File: src/rtl/fifo_arb_pkg.sv
// Shared types and width helpers for the FIFO write-port arbiter.
//  arb_state_t : arbiter FSM states (IDLE arbitration cycle, BURST writing)
//  idx_w()     : width of a requester index for n requesters
//  cnt_w()     : width of the beat counter for a given max burst
package fifo_arb_pkg;

  typedef enum logic {
    IDLE  = 1'b0,
    BURST = 1'b1
  } arb_state_t;

  function automatic int unsigned idx_w(int unsigned n);
    return (n < 2) ? 1 : $clog2(n);
  endfunction

  function automatic int unsigned cnt_w(int unsigned max_burst);
    return $clog2(max_burst) + 1;
  endfunction

  localparam int unsigned N_REQ_DEF     = 4;
  localparam int unsigned DW_DEF        = 8;
  localparam int unsigned MAX_BURST_DEF = 4;
  localparam int unsigned OWNER_W_DEF   = idx_w(N_REQ_DEF);
  localparam int unsigned CNT_W_DEF     = cnt_w(MAX_BURST_DEF);

endpackage

File: src/rtl/fifo_wr_arbiter_if.sv
// Bundle of the producer-side and FIFO-side signals of the arbiter.
//  req/req_data : producer words (slice i of req_data belongs to requester i)
//  gnt          : one-hot, word of requester i consumed this cycle
//  fifo_full    : FIFO full flag
//  fifo_wr/data : FIFO write port
//  owner/busy   : current burst owner and burst-in-progress flag
// Handshake: a requester keeps req[i] high and its slice stable until it
// sees gnt[i]=1; a word is consumed only in a cycle with gnt[i]=1, and the
// next word may be presented in the following cycle.
// Modports: master = arbiter view, slave = producers/FIFO view.
interface fifo_wr_arbiter_if
  import fifo_arb_pkg::*;
#(
  parameter int unsigned N_REQ = N_REQ_DEF,
  parameter int unsigned DW    = DW_DEF
);
  localparam int unsigned OW = idx_w(N_REQ);

  logic [N_REQ-1:0]    req;
  logic [N_REQ*DW-1:0] req_data;
  logic [N_REQ-1:0]    gnt;
  logic                fifo_full;
  logic                fifo_wr;
  logic [DW-1:0]       fifo_data;
  logic [OW-1:0]       owner;
  logic                busy;

  modport master (
    input  req, req_data, fifo_full,
    output gnt, fifo_wr, fifo_data, owner, busy
  );

  modport slave (
    output req, req_data, fifo_full,
    input  gnt, fifo_wr, fifo_data, owner, busy
  );
endinterface

File: src/rtl/fifo_wr_arbiter_rr_pick.sv
// Round-robin picker (combinational).
//  req   : request vector
//  last  : index of the previous owner; search starts at last+1
//  valid : any request present
//  idx   : first requester found searching last+1 upward with wrap
// The request vector is rotated so last+1 lands at bit 0, the lowest set
// bit is found, and the position is rotated back into a real index.
module rr_pick
  import fifo_arb_pkg::*;
#(
  parameter int unsigned N_REQ = N_REQ_DEF,
  parameter int unsigned OW    = idx_w(N_REQ)
) (
  input  logic [N_REQ-1:0] req,
  input  logic [OW-1:0]    last,
  output logic             valid,
  output logic [OW-1:0]    idx
);

  int unsigned            start;
  int unsigned            pos;
  logic [2*N_REQ-1:0]     dbl;
  logic [N_REQ-1:0]       rot;

  always_comb begin
    start = (32'(last) + 32'd1) % N_REQ;
    dbl   = {req, req};
    rot   = N_REQ'(dbl >> start);
    valid = 1'b0;
    pos   = 0;
    // Scan downward so the lowest set bit wins.
    for (int i = N_REQ - 1; i >= 0; i--) begin
      if (rot[i]) begin
        valid = 1'b1;
        pos   = i;
      end
    end
    idx = OW'((start + pos) % N_REQ);
  end

endmodule

File: src/rtl/fifo_wr_arbiter.sv
// Shares the single write port of a FIFO between N_REQ producers using
// round-robin arbitration with bursts of up to MAX_BURST words per grant.
//  clk   : rising-edge clock, shared with the FIFO
//  rst   : synchronous active-high reset
//  bus   : producer + FIFO signals (master view)
//  state : FSM state, for observation
// An IDLE cycle arbitrates (no write); BURST writes the owner's words while
// the FIFO is not full. The burst ends after MAX_BURST accepted words or as
// soon as the owner drops req. gnt/fifo_wr are forced low during reset.
module fifo_wr_arbiter
  import fifo_arb_pkg::*;
#(
  parameter int unsigned N_REQ     = N_REQ_DEF,
  parameter int unsigned DW        = DW_DEF,
  parameter int unsigned MAX_BURST = MAX_BURST_DEF
) (
  input  logic                 clk,
  input  logic                 rst,
  fifo_wr_arbiter_if.master    bus,
  output arb_state_t           state
);

  localparam int unsigned OW = idx_w(N_REQ);
  localparam int unsigned CW = cnt_w(MAX_BURST);

  arb_state_t    state_n;
  logic [OW-1:0] owner_q, owner_n;
  logic [OW-1:0] last_q, last_n;
  logic [CW-1:0] cnt_q, cnt_n;
  logic          pick_valid;
  logic [OW-1:0] pick_idx;
  logic          accept;

  rr_pick #(.N_REQ(N_REQ), .OW(OW)) u_pick (
    .req   (bus.req),
    .last  (last_q),
    .valid (pick_valid),
    .idx   (pick_idx)
  );

  always_ff @(posedge clk) begin
    if (rst) begin
      state   <= IDLE;
      owner_q <= '0;
      last_q  <= OW'(N_REQ - 1);
      cnt_q   <= '0;
    end else begin
      state   <= state_n;
      owner_q <= owner_n;
      last_q  <= last_n;
      cnt_q   <= cnt_n;
    end
  end

  always_comb begin
    accept        = (state == BURST) & bus.req[owner_q] & ~bus.fifo_full & ~rst;
    state_n       = state;
    owner_n       = owner_q;
    last_n        = last_q;
    cnt_n         = cnt_q;
    bus.fifo_wr   = accept;
    bus.gnt       = accept ? (N_REQ'(1) << owner_q) : '0;
    bus.fifo_data = '0;
    bus.busy      = (state == BURST);
    bus.owner     = owner_q;

    case (state)
      IDLE: begin
        if (pick_valid) begin
          state_n = BURST;
          owner_n = pick_idx;
          cnt_n   = '0;
        end
      end
      BURST: begin
        bus.fifo_data = DW'(bus.req_data >> (32'(owner_q) * DW));
        // Full stalls without touching owner/count; a dropped req ends the burst.
        if ((accept && (cnt_q == CW'(MAX_BURST - 1))) || !bus.req[owner_q]) begin
          state_n = IDLE;
          last_n  = owner_q;
        end else if (accept) begin
          cnt_n = cnt_q + 1'b1;
        end
      end
      default: state_n = IDLE;
    endcase
  end

endmodule

File: src/flat_wrapper.sv
// flat-port wrapper written by rule: the top's interface ports become plain ports
module fifo_wr_arbiter_flat import fifo_arb_pkg::*;
#(
  parameter int unsigned N_REQ     = N_REQ_DEF,
  parameter int unsigned DW        = DW_DEF,
  parameter int unsigned MAX_BURST = MAX_BURST_DEF
)
  (clk, rst, state, bus_req, bus_req_data, bus_fifo_full, bus_gnt, bus_fifo_wr, bus_fifo_data, bus_owner, bus_busy);
  fifo_wr_arbiter_if #(.N_REQ(N_REQ), .DW(DW)) bus_i ();
  input  logic clk;
  input  logic rst;
  output arb_state_t state;
  input wire logic [$bits(bus_i.req)-1:0] bus_req;
  input wire logic [$bits(bus_i.req_data)-1:0] bus_req_data;
  input wire logic [$bits(bus_i.fifo_full)-1:0] bus_fifo_full;
  output wire logic [$bits(bus_i.gnt)-1:0] bus_gnt;
  output wire logic [$bits(bus_i.fifo_wr)-1:0] bus_fifo_wr;
  output wire logic [$bits(bus_i.fifo_data)-1:0] bus_fifo_data;
  output wire logic [$bits(bus_i.owner)-1:0] bus_owner;
  output wire logic [$bits(bus_i.busy)-1:0] bus_busy;
  assign bus_i.req = bus_req;
  assign bus_i.req_data = bus_req_data;
  assign bus_i.fifo_full = bus_fifo_full;
  assign bus_gnt = bus_i.gnt;
  assign bus_fifo_wr = bus_i.fifo_wr;
  assign bus_fifo_data = bus_i.fifo_data;
  assign bus_owner = bus_i.owner;
  assign bus_busy = bus_i.busy;
  fifo_wr_arbiter #(.N_REQ(N_REQ), .DW(DW), .MAX_BURST(MAX_BURST)) u_core (.clk(clk), .rst(rst), .bus(bus_i), .state(state));
endmodule
File: config.mk
export PLATFORM = sky130hd
export DESIGN_NAME = fifo_wr_arbiter_flat
export DESIGN_NICKNAME = d
export VERILOG_FILES = /design/src/rtl/fifo_arb_pkg.sv /design/src/rtl/fifo_wr_arbiter_if.sv /design/src/rtl/fifo_wr_arbiter_rr_pick.sv /design/src/rtl/fifo_wr_arbiter.sv /design/src/flat_wrapper.sv
export SDC_FILE = /design/constraint.sdc
export NUM_CORES = 1
export LEC_CHECK = 0
export ABC_AREA = 1
export BUFFER_PORTS_ARGS = -buffer_cell sky130_fd_sc_hd__buf_4
export CAP_MARGIN = 20
export CORE_ASPECT_RATIO = 0.7
export CORE_MARGIN = 3
export CORE_UTILIZATION = 47
export CTS_CLUSTER_DIAMETER = 80
export DETAILED_ROUTE_END_ITERATION = 12
export GPL_ROUTABILITY_DRIVEN = 0
export MAX_ROUTING_LAYER = met4
export PLACE_DENSITY = 0.88
export SLEW_MARGIN = 20
export SYNTH_ARGS = -nofsm -noshare
export SYNTH_HDL_FRONTEND = slang
export SYNTH_SLANG_ARGS = --single-unit
export TNS_END_PERCENT = 5
File: constraint.sdc
create_clock -name clk -period 5.26 [get_ports clk]
set_input_delay 0.263 -clock clk [delete_from_list [all_inputs] [get_ports clk]]
set_output_delay 0.263 -clock clk [all_outputs]
set_load 0.02 [all_outputs]
==> run_results.csv, run 1 <==
group,metric,value,unit
yosys,syn-instance-count,154,
layout,layout_common_cells,"buf_4 (55), nand2_1 (51), nand3_1 (17), nand2_2 (11)",
power,power_leakage,0.0007469,µW
sta,rsz0062_at_grt,"false",
worst_setup_path,crit_type,"register to output port",
floorplanning,num_rows,13,
layout,seqCellArea,160.2,µm²
floorplanning,core,1903,µm²
sta,fin_skew,7.603,ps
worst_setup_path,r2r_slack,3360,ps
worst_setup_path,crit_arrival,1850,ps
floorplanning,fp.dieH,44.05,µm
worst_setup_path,crit_buf_inv,3,
global_route,grt_max_degree,17,
power,power_density,484.3,nW/µm²
worst_setup_path,start_kind,"register",
layout,multi_input_area,728.2,µm²
clocking,cts_resized,0,
routing,drc_errors,0,
yosys,syn_avg_cell_area,6.313,µm²
layout,diodes,0,
yosys,yosysWarnings,0,
clocking,clock_latency,260,ps
routing,drt_iter0_drc,86,
clocking,cts_hold_buf,0,
worst_setup_path,cp.required,5000,ps
run,cap_violations,0,
routing,wl_met1,1261,µm
placed_design,port_buffers,55,
layout,fin_area,1403,µm²
yosys,syn_nets,196,
routing,wl_per_cell,12.84,µm
yosys,syn_area,972.2,µm²
routing,top_layer_used,"met3",
clocking,cts.clk_slew.worst_paths,60,ps
placed_design,place_inst,226,
clocking,htree_levels,1,
routing,postRouteWirelength,2940,µm
layout,layout-drive-gt1-share,41.06,%
yosys,synth_seq_cells,8,
placed_design,pre_cts_slack,3396,ps
routing,ant_nets,0,
routing,first_pass_iters,4,
placed_design,place_area,1380,µm²
clocking,clockBufferDepth,2,
worst_setup_path,cpMaxStageDelayCell,"dfxtp_1",
clocking,clock-sinks,8,
worst_setup_path,crit_top_cell,"inv_1",
routing,met2_length,1542,µm
global_route,first_global_vias,1086,
layout,final_cells,229,
yosys,yosysTopAreaCellShare,19.69,%
sta,worst_slack,3145,ps
layout,final_common_cell,"buf_4",
outcome,outcome,"finished, final reports clean",
global_route,antenna_found_initial,0,
sta,worst_slew_pin_slew,554.8,ps
layout,area_growth,44.27,%
floorplanning,die_x,60.36,µm
layout,fillers,169,
global_route,grt_remaining_overflow,0,
worst_setup_path,critical-path-max-stage-delay,610,ps
floorplanning,io_pins,56,
global_route,grt_usage,23.61,%
clocking,post_cts_buffers,0,
sta,fin_crit,2115,ps
sta,fin_crit_sh,40.20,%
worst_setup_path,path_delay_family,"flip-flops",
worst_setup_path,critPathMaxFanout,14,
routing,vias,1200,
sta,report.final.slew_viol_count,0,
power,vdd_drop_max,438.2,µV
sta,setup_viol,0,
routing,wl_met3,135,µm
sta,fin_setup_tns,0,ps
global_route,grt_pass1_wl,4747,µm
yosys,synth_top_cell_by_area,"nand2_1",
yosys,ys_seq_area_share,16.47,%
sta,hold_viol,0,
layout,fin_nets,251,
placed_design,hpwl,2408,µm
worst_setup_path,crit_path_cell_trace,"inv_1 -> nand2_1 -> inv_1 -> a22oi_1 -> a31oi_1 -> buf_4",
routing,vias_per_cell,5.240,
worst_setup_path,worst_setup_path_end_kind,"output port",
yosys,yosys.cell_types.count,26,
floorplanning,initial_utilization,51.08,%
clocking,cts_tree,"yes",
clocking,cts_made_buffers,3,
sta,relSlewSlack,62.96,%
floorplanning,dieArea,2659,µm²
hold_path,min_path_type,"input port to register",
sta,fmax,472.9,MHz
yosys,synth_area_leaders,"nand2_1 (20%), dfxtp_1 (16%), nand3_1 (8.8%)",
clocking,root_buffer,"clkbuf_4",
[flip-flops by register name, indices dropped and copies added (netlist names)]
name / flops
u_core.cnt_q: 3
u_core.last_q: 2
u_core.bus.busy: 1
u_core.bus.owner: 2
[through the flow]
stage | hold WS, ps | utilization [%] | total power, µW
after floorplan | 332.1 | - | 505.0
after global placement | 469.3 | 72.52 | 610.4
after detailed placement | 476.6 | 72.52 | 628.3
after CTS | 202.4 | 73.70 | 681.1
after global routing | 212.5 | 73.70 | 741.8
final | 207.2 | 73.70 | 679.3
[power breakdown]
part | internal, µW | switching [µW]
Clock | 26.3 | 23.9
Combinational | 196 | 310
Sequential | 84.1 | 39.2
[kinds of logic after synthesis]
| family | count (synthesis) | synth area share, % |
|---|---|---|
| AOI/OAI and AO/OA | 22 | 15.44 |
| xor gates and xnor gates | 1 | 0.9011 |
| adders and majority gates | 3 | 3.861 |
| buffers and inverters | 18 | 8.623 |
| DFF | 8 | 16.47 |
| and+or+nand+nor | 102 | 54.70 |
[per-layer routing]
layer,vias to the layer above,track usage (%)
met3,0,4.665
met2,32,40.09
li1,620,-
met5,-,-
met1,548,30.46
met4,0,1.327
[synthesized netlist by cell type]
| master | instances |
|---|---|
| buf_2 | 2 |
| nor2_1 | 9 |
| nor2_8 | 2 |
| nand4_1 | 1 |
| ha_1 | 3 |
| dfxtp_1 | 8 |
| o21ai_2 | 1 |
| inv_4 | 1 |
| nand2_4 | 5 |
| a22oi_1 | 8 |
| buf_1 | 1 |
| inv_1 | 9 |
| nand2_1 | 51 |
| xor2_1 | 1 |
| buf_6 | 1 |
| inv_2 | 3 |
| nor3_1 | 2 |
| a31oi_1 | 9 |
| or2_2 | 2 |
| nor3_2 | 1 |
| a21oi_1 | 2 |
| nand3_4 | 1 |
| o211ai_1 | 2 |
| nand2_2 | 11 |
| nand3_1 | 17 |
| buf_4 | 1 |
[final timing paths]
kind / cells after the start / start / end
max: 6 / u_core.bus.owner[1]$_SDFFE_PP0P_ / bus_fifo_data[4]
max reg2reg: 14 / u_core.last_q[0]$_SDFFE_PP1P_ / u_core.bus.owner[1]$_SDFFE_PP0P_
min: 2 / rst / u_core.bus.owner[0]$_SDFFE_PP0P_
min reg2reg: 2 / u_core.cnt_q[0]$_SDFFE_PP0P_ / u_core.cnt_q[0]$_SDFFE_PP0P_
[area by class of cell]
| class | count | share of cell area [%] |
|---|---|---|
| repair buffers | 55 | 29.44 |
| flip-flops and latches | 8 | 11.42 |
| inverters | 13 | 3.657 |
| well taps | 22 | 1.963 |
| multi-input cells | 128 | 51.92 |
| clock buffers | 3 | 1.606 |
Note: power is estimated with default switching activity, not from simulation.
==> inputs of run 2 (changes only) <==
--- a/config.mk
+++ b/config.mk
@@ -5,17 +5,17 @@
 export SDC_FILE = /design/constraint.sdc
 export NUM_CORES = 1
 export LEC_CHECK = 0
-export ABC_AREA = 1
+export ABC_AREA = 0
 export BUFFER_PORTS_ARGS = -buffer_cell sky130_fd_sc_hd__buf_4
 export CAP_MARGIN = 20
 export CORE_ASPECT_RATIO = 0.7
 export CORE_MARGIN = 3
-export CORE_UTILIZATION = 47
+export CORE_UTILIZATION = 42
 export CTS_CLUSTER_DIAMETER = 80
 export DETAILED_ROUTE_END_ITERATION = 12
 export GPL_ROUTABILITY_DRIVEN = 0
 export MAX_ROUTING_LAYER = met4
-export PLACE_DENSITY = 0.88
+export PLACE_DENSITY = 0.83
 export SLEW_MARGIN = 20
 export SYNTH_ARGS = -nofsm -noshare
 export SYNTH_HDL_FRONTEND = slang
==> constraint.sdc (replaced) <==
create_clock -name clk -period 2.1 [get_ports clk]
set_input_delay 0.105 -clock clk [delete_from_list [all_inputs] [get_ports clk]]
set_output_delay 0.105 -clock clk [all_outputs]
set_load 0.02 [all_outputs]
==> run 2 against run 1 <==
Clock skew is 2.5 ps higher; power is 12% higher; die area hardly changed; non-clock buffer count is 2 higher; sequential share of layout area is 0.93 points higher; count of clock-buffer cells in the layout stayed put; clock power is 150% higher; sequential power is 68% higher; hold slack worse by 100 ps; core utilization is 5.5 points lower; wire length is 9.6% lower; synthesized cell count is 35% lower; critical path type unchanged; largest power group unchanged.
==> run_results.csv, run 2 <==
group,metric,value,unit
outcome,outcome,"finished, final reports clean",
power,p_int,471.8,µW
sta,rsz0062_at_grt,"false",
layout,area_growth,49.42,%
yosys,synth_seq_cells,8,
layout,diodes,0,
worst_setup_path,worst_setup_path_end_kind,"output port",
layout,fillers,154,
clocking,cts_tree,"yes",
global_route,grt_usage,19.81,%
power,power.share.switching,38.07,%
sta,fin_setup_tns,0,ps
layout,final_common_cell,"buf_4",
clocking,htree_levels,1,
yosys,synthArstFlopShare,0,%
clocking,cts.clk_slew.worst_paths,60,ps
layout,seqCellArea,160.2,µm²
yosys,syn-instance-count,100,
yosys,ys_seq_area_share,18.44,%
layout,layout-drive-gt1-share,45.70,%
global_route,first_global_vias,883,
yosys,yosysWarnings,0,
power,power_leakage,0.0006046,µW
yosys,synth_fa_ha_area_share,4.323,%
global_route,met2_usage,34.05,%
clocking,post_cts_buffers,0,
worst_setup_path,critical-path-max-stage-delay,560,ps
worst_setup_path,critPathMaxFanout,9,
sta,fin_crit_sh,94.08,%
yosys,syn_avg_cell_area,8.683,µm²
yosys,synth-edff-count,0,
clocking,clock-sinks,8,
floorplanning,die_x,60.35,µm
power,vdd_drop_max,458.8,µV
sta,setup_viol,0,
routing,drc_errors,0,
yosys,synthSimpleGateAreaFrac,28.10,%
power,switching_power,290.0,µW
routing,wl_per_cell,15.37,µm
layout,final_cells,173,
yosys,post-synth-top-count-cell,"nor2_1",
clocking,cts_resized,0,
routing,vias,988,
worst_setup_path,r2r_slack,330,ps
global_route,antenna_found_initial,0,
sta,fin_crit,1976,ps
power,pwr-share-seq,27.2,%
yosys,synth_area_leaders,"dfxtp_1 (18%), mux4_2 (13%), mux4_1 (12%)",
yosys,synth_xor_area_share,2.017,%
yosys,yosys.cell_types.count,36,
routing,postRouteWirelength,2659,µm
worst_setup_path,start_kind,"register",
layout,top_register,"u_core.cnt_q",
layout,multi_input_area,640.6,µm²
clocking,root_buffer,"clkbuf_4",
placed_design,port_buffers,55,
worst_setup_path,crit_type,"register to output port",
clocking,cts_hold_buf,0,
floorplanning,core,1903,µm²
hold_path,min_path_type,"input port to register",
global_route,grt_remaining_overflow,0,
layout,layout_common_cells,"buf_4 (57), nor2_1 (15), and2_1 (8), dfxtp_1 (8), nand3_1 (6)",
global_route,grt_max_degree,17,
floorplanning,fp.dieH,44.04,µm
worst_setup_path,crit_path_cell_trace,"mux4_2 -> nand3_1 -> inv_1 -> and3_1 -> buf_4",
clocking,clockBufferDepth,2,
sta,fin_skew,10.08,ps
floorplanning,initial_utilization,45.63,%
yosys,synthMuxAreaShare,26.22,%
routing,drt_iter0_drc,57,
floorplanning,io_pins,56,
yosys,synth_top_cell_by_area,"dfxtp_1",
global_route,busiest_layer,"met2",
clocking,cts_made_buffers,3,
placed_design,hpwl,2145,µm
power,combPwrFrac,56.4,%
sta,report.final.slew_viol_count,0,
floorplanning,dieArea,2658,µm²
worst_setup_path,crit_arrival,1870,ps
layout,fin_nets,195,
global_route,grt_use_met1,23.55,%
yosys,ys.flop_type,"dfxtp_1",
worst_setup_path,cp.required,2000,ps
power,pwr-share-clk,16.4,%
yosys,ys_top_cells_by_count,"nor2_1 (15), and2_1 (8), dfxtp_1 (8)",
worst_setup_path,cpMaxStageDelayCell,"dfxtp_1",
yosys,syn_area,868.3,µm²
global_route,grt_pass1_wl,3919,µm
worst_setup_path,crit_buf_inv,2,
worst_setup_path,path_delay_family,"flip-flops",
yosys,synth_top_family_by_area,"simple AND/OR/NAND/NOR gates",
yosys,syn_nets,142,
clocking,clock_latency,260,ps
sta,worst_slack,124.3,ps
yosys,synth-compound-area-share,13.11,%
routing,first_pass_iters,4,
routing,ant_nets,0,
routing,vias_per_cell,5.711,
layout,largest_reg_flops,3,
sta,relSlewSlack,69.12,%
sta,hold_viol,0,
floorplanning,num_rows,13,
sta,worst_slew_pin_slew,462.6,ps
yosys,yosysTopAreaCellShare,18.44,%
placed_design,place_inst,170,
placed_design,pre_cts_slack,343.8,ps
sta,fmax,506.1,MHz
run,cap_violations,0,
power,power_density,587.1,nW/µm²
global_route,grt.met3_usage,6.414,%
[run 2: power by group through the flow]
stage / Clock [µW] / Combinational (µW) / Sequential [µW]
2_1_floorplan: 0 / 283 / 205
3_3_place_gp: 0 / 415 / 208
3_5_place_dp: 0 / 430 / 210
4_1_cts: 129 / 430 / 206
5_1_grt: 137 / 462 / 211
6_report: 125 / 429 / 207
[run 2: routing by layer]
| metal | vias up | wire length [µm] |
|---|---|---|
| met5 | - | 0 |
| met1 | 457 | 957 |
| li1 | 474 | - |
| met2 | 55 | 1368 |
| met3 | 2 | 317 |
| met4 | 0 | 16 |
[run 2: final cells by class]
| type | instances | area share (%) |
|---|---|---|
| Multi-Input combinational cell | 78 | 49.37 |
| Timing Repair Buffer | 57 | 32.98 |
| Sequential cell | 8 | 12.34 |
| Tap cell | 22 | 2.122 |
| Clock buffer | 3 | 1.736 |
| Inverter | 5 | 1.446 |
[run 2: cell families (layout without fill, tap and decap cells)]
| group | after synthesis | after routing |
|---|---|---|
| AOI/OAI and AO/OA | 16 | 16 |
| xor gates and xnor gates | 2 | 2 |
| adders and majority gates | 3 | 3 |
| buffers and inverters | 14 | 65 |
| DFF | 8 | 8 |
| muxes | 10 | 10 |
| and+or+nand+nor | 47 | 47 |
[run 2: worst paths after layout]
path                                         start                                to  cells after the start
setup / recovery  u_core.bus.owner[1]$_SDFFE_PP0P_                        bus_gnt[3]                      5
hold / removal                                 rst        u_core.bus.busy$_SDFF_PP0_                      2
setup reg to reg     u_core.last_q[0]$_SDFFE_PP1P_  u_core.bus.owner[1]$_SDFFE_PP0P_                      8
hold reg to reg       u_core.cnt_q[1]$_SDFFE_PP0P_      u_core.cnt_q[1]$_SDFFE_PP0P_                      2
[run 2: per-stage QoR]
step | hold slack (ps) | utilization [%] | power [µW] | instance area, µm²
3_3_place_gp | 374.4 | 67.00 | 622.7 | 1275
5_1_grt | 108.4 | 68.18 | 809.3 | 1297
6_report | 106.9 | 68.18 | 761.8 | 1297
3_5_place_dp | 384.6 | 67.00 | 639.3 | 1275
2_1_floorplan | 312.7 | - | 487.6 | 868.3
4_1_cts | 103.9 | 68.18 | 765.2 | 1297
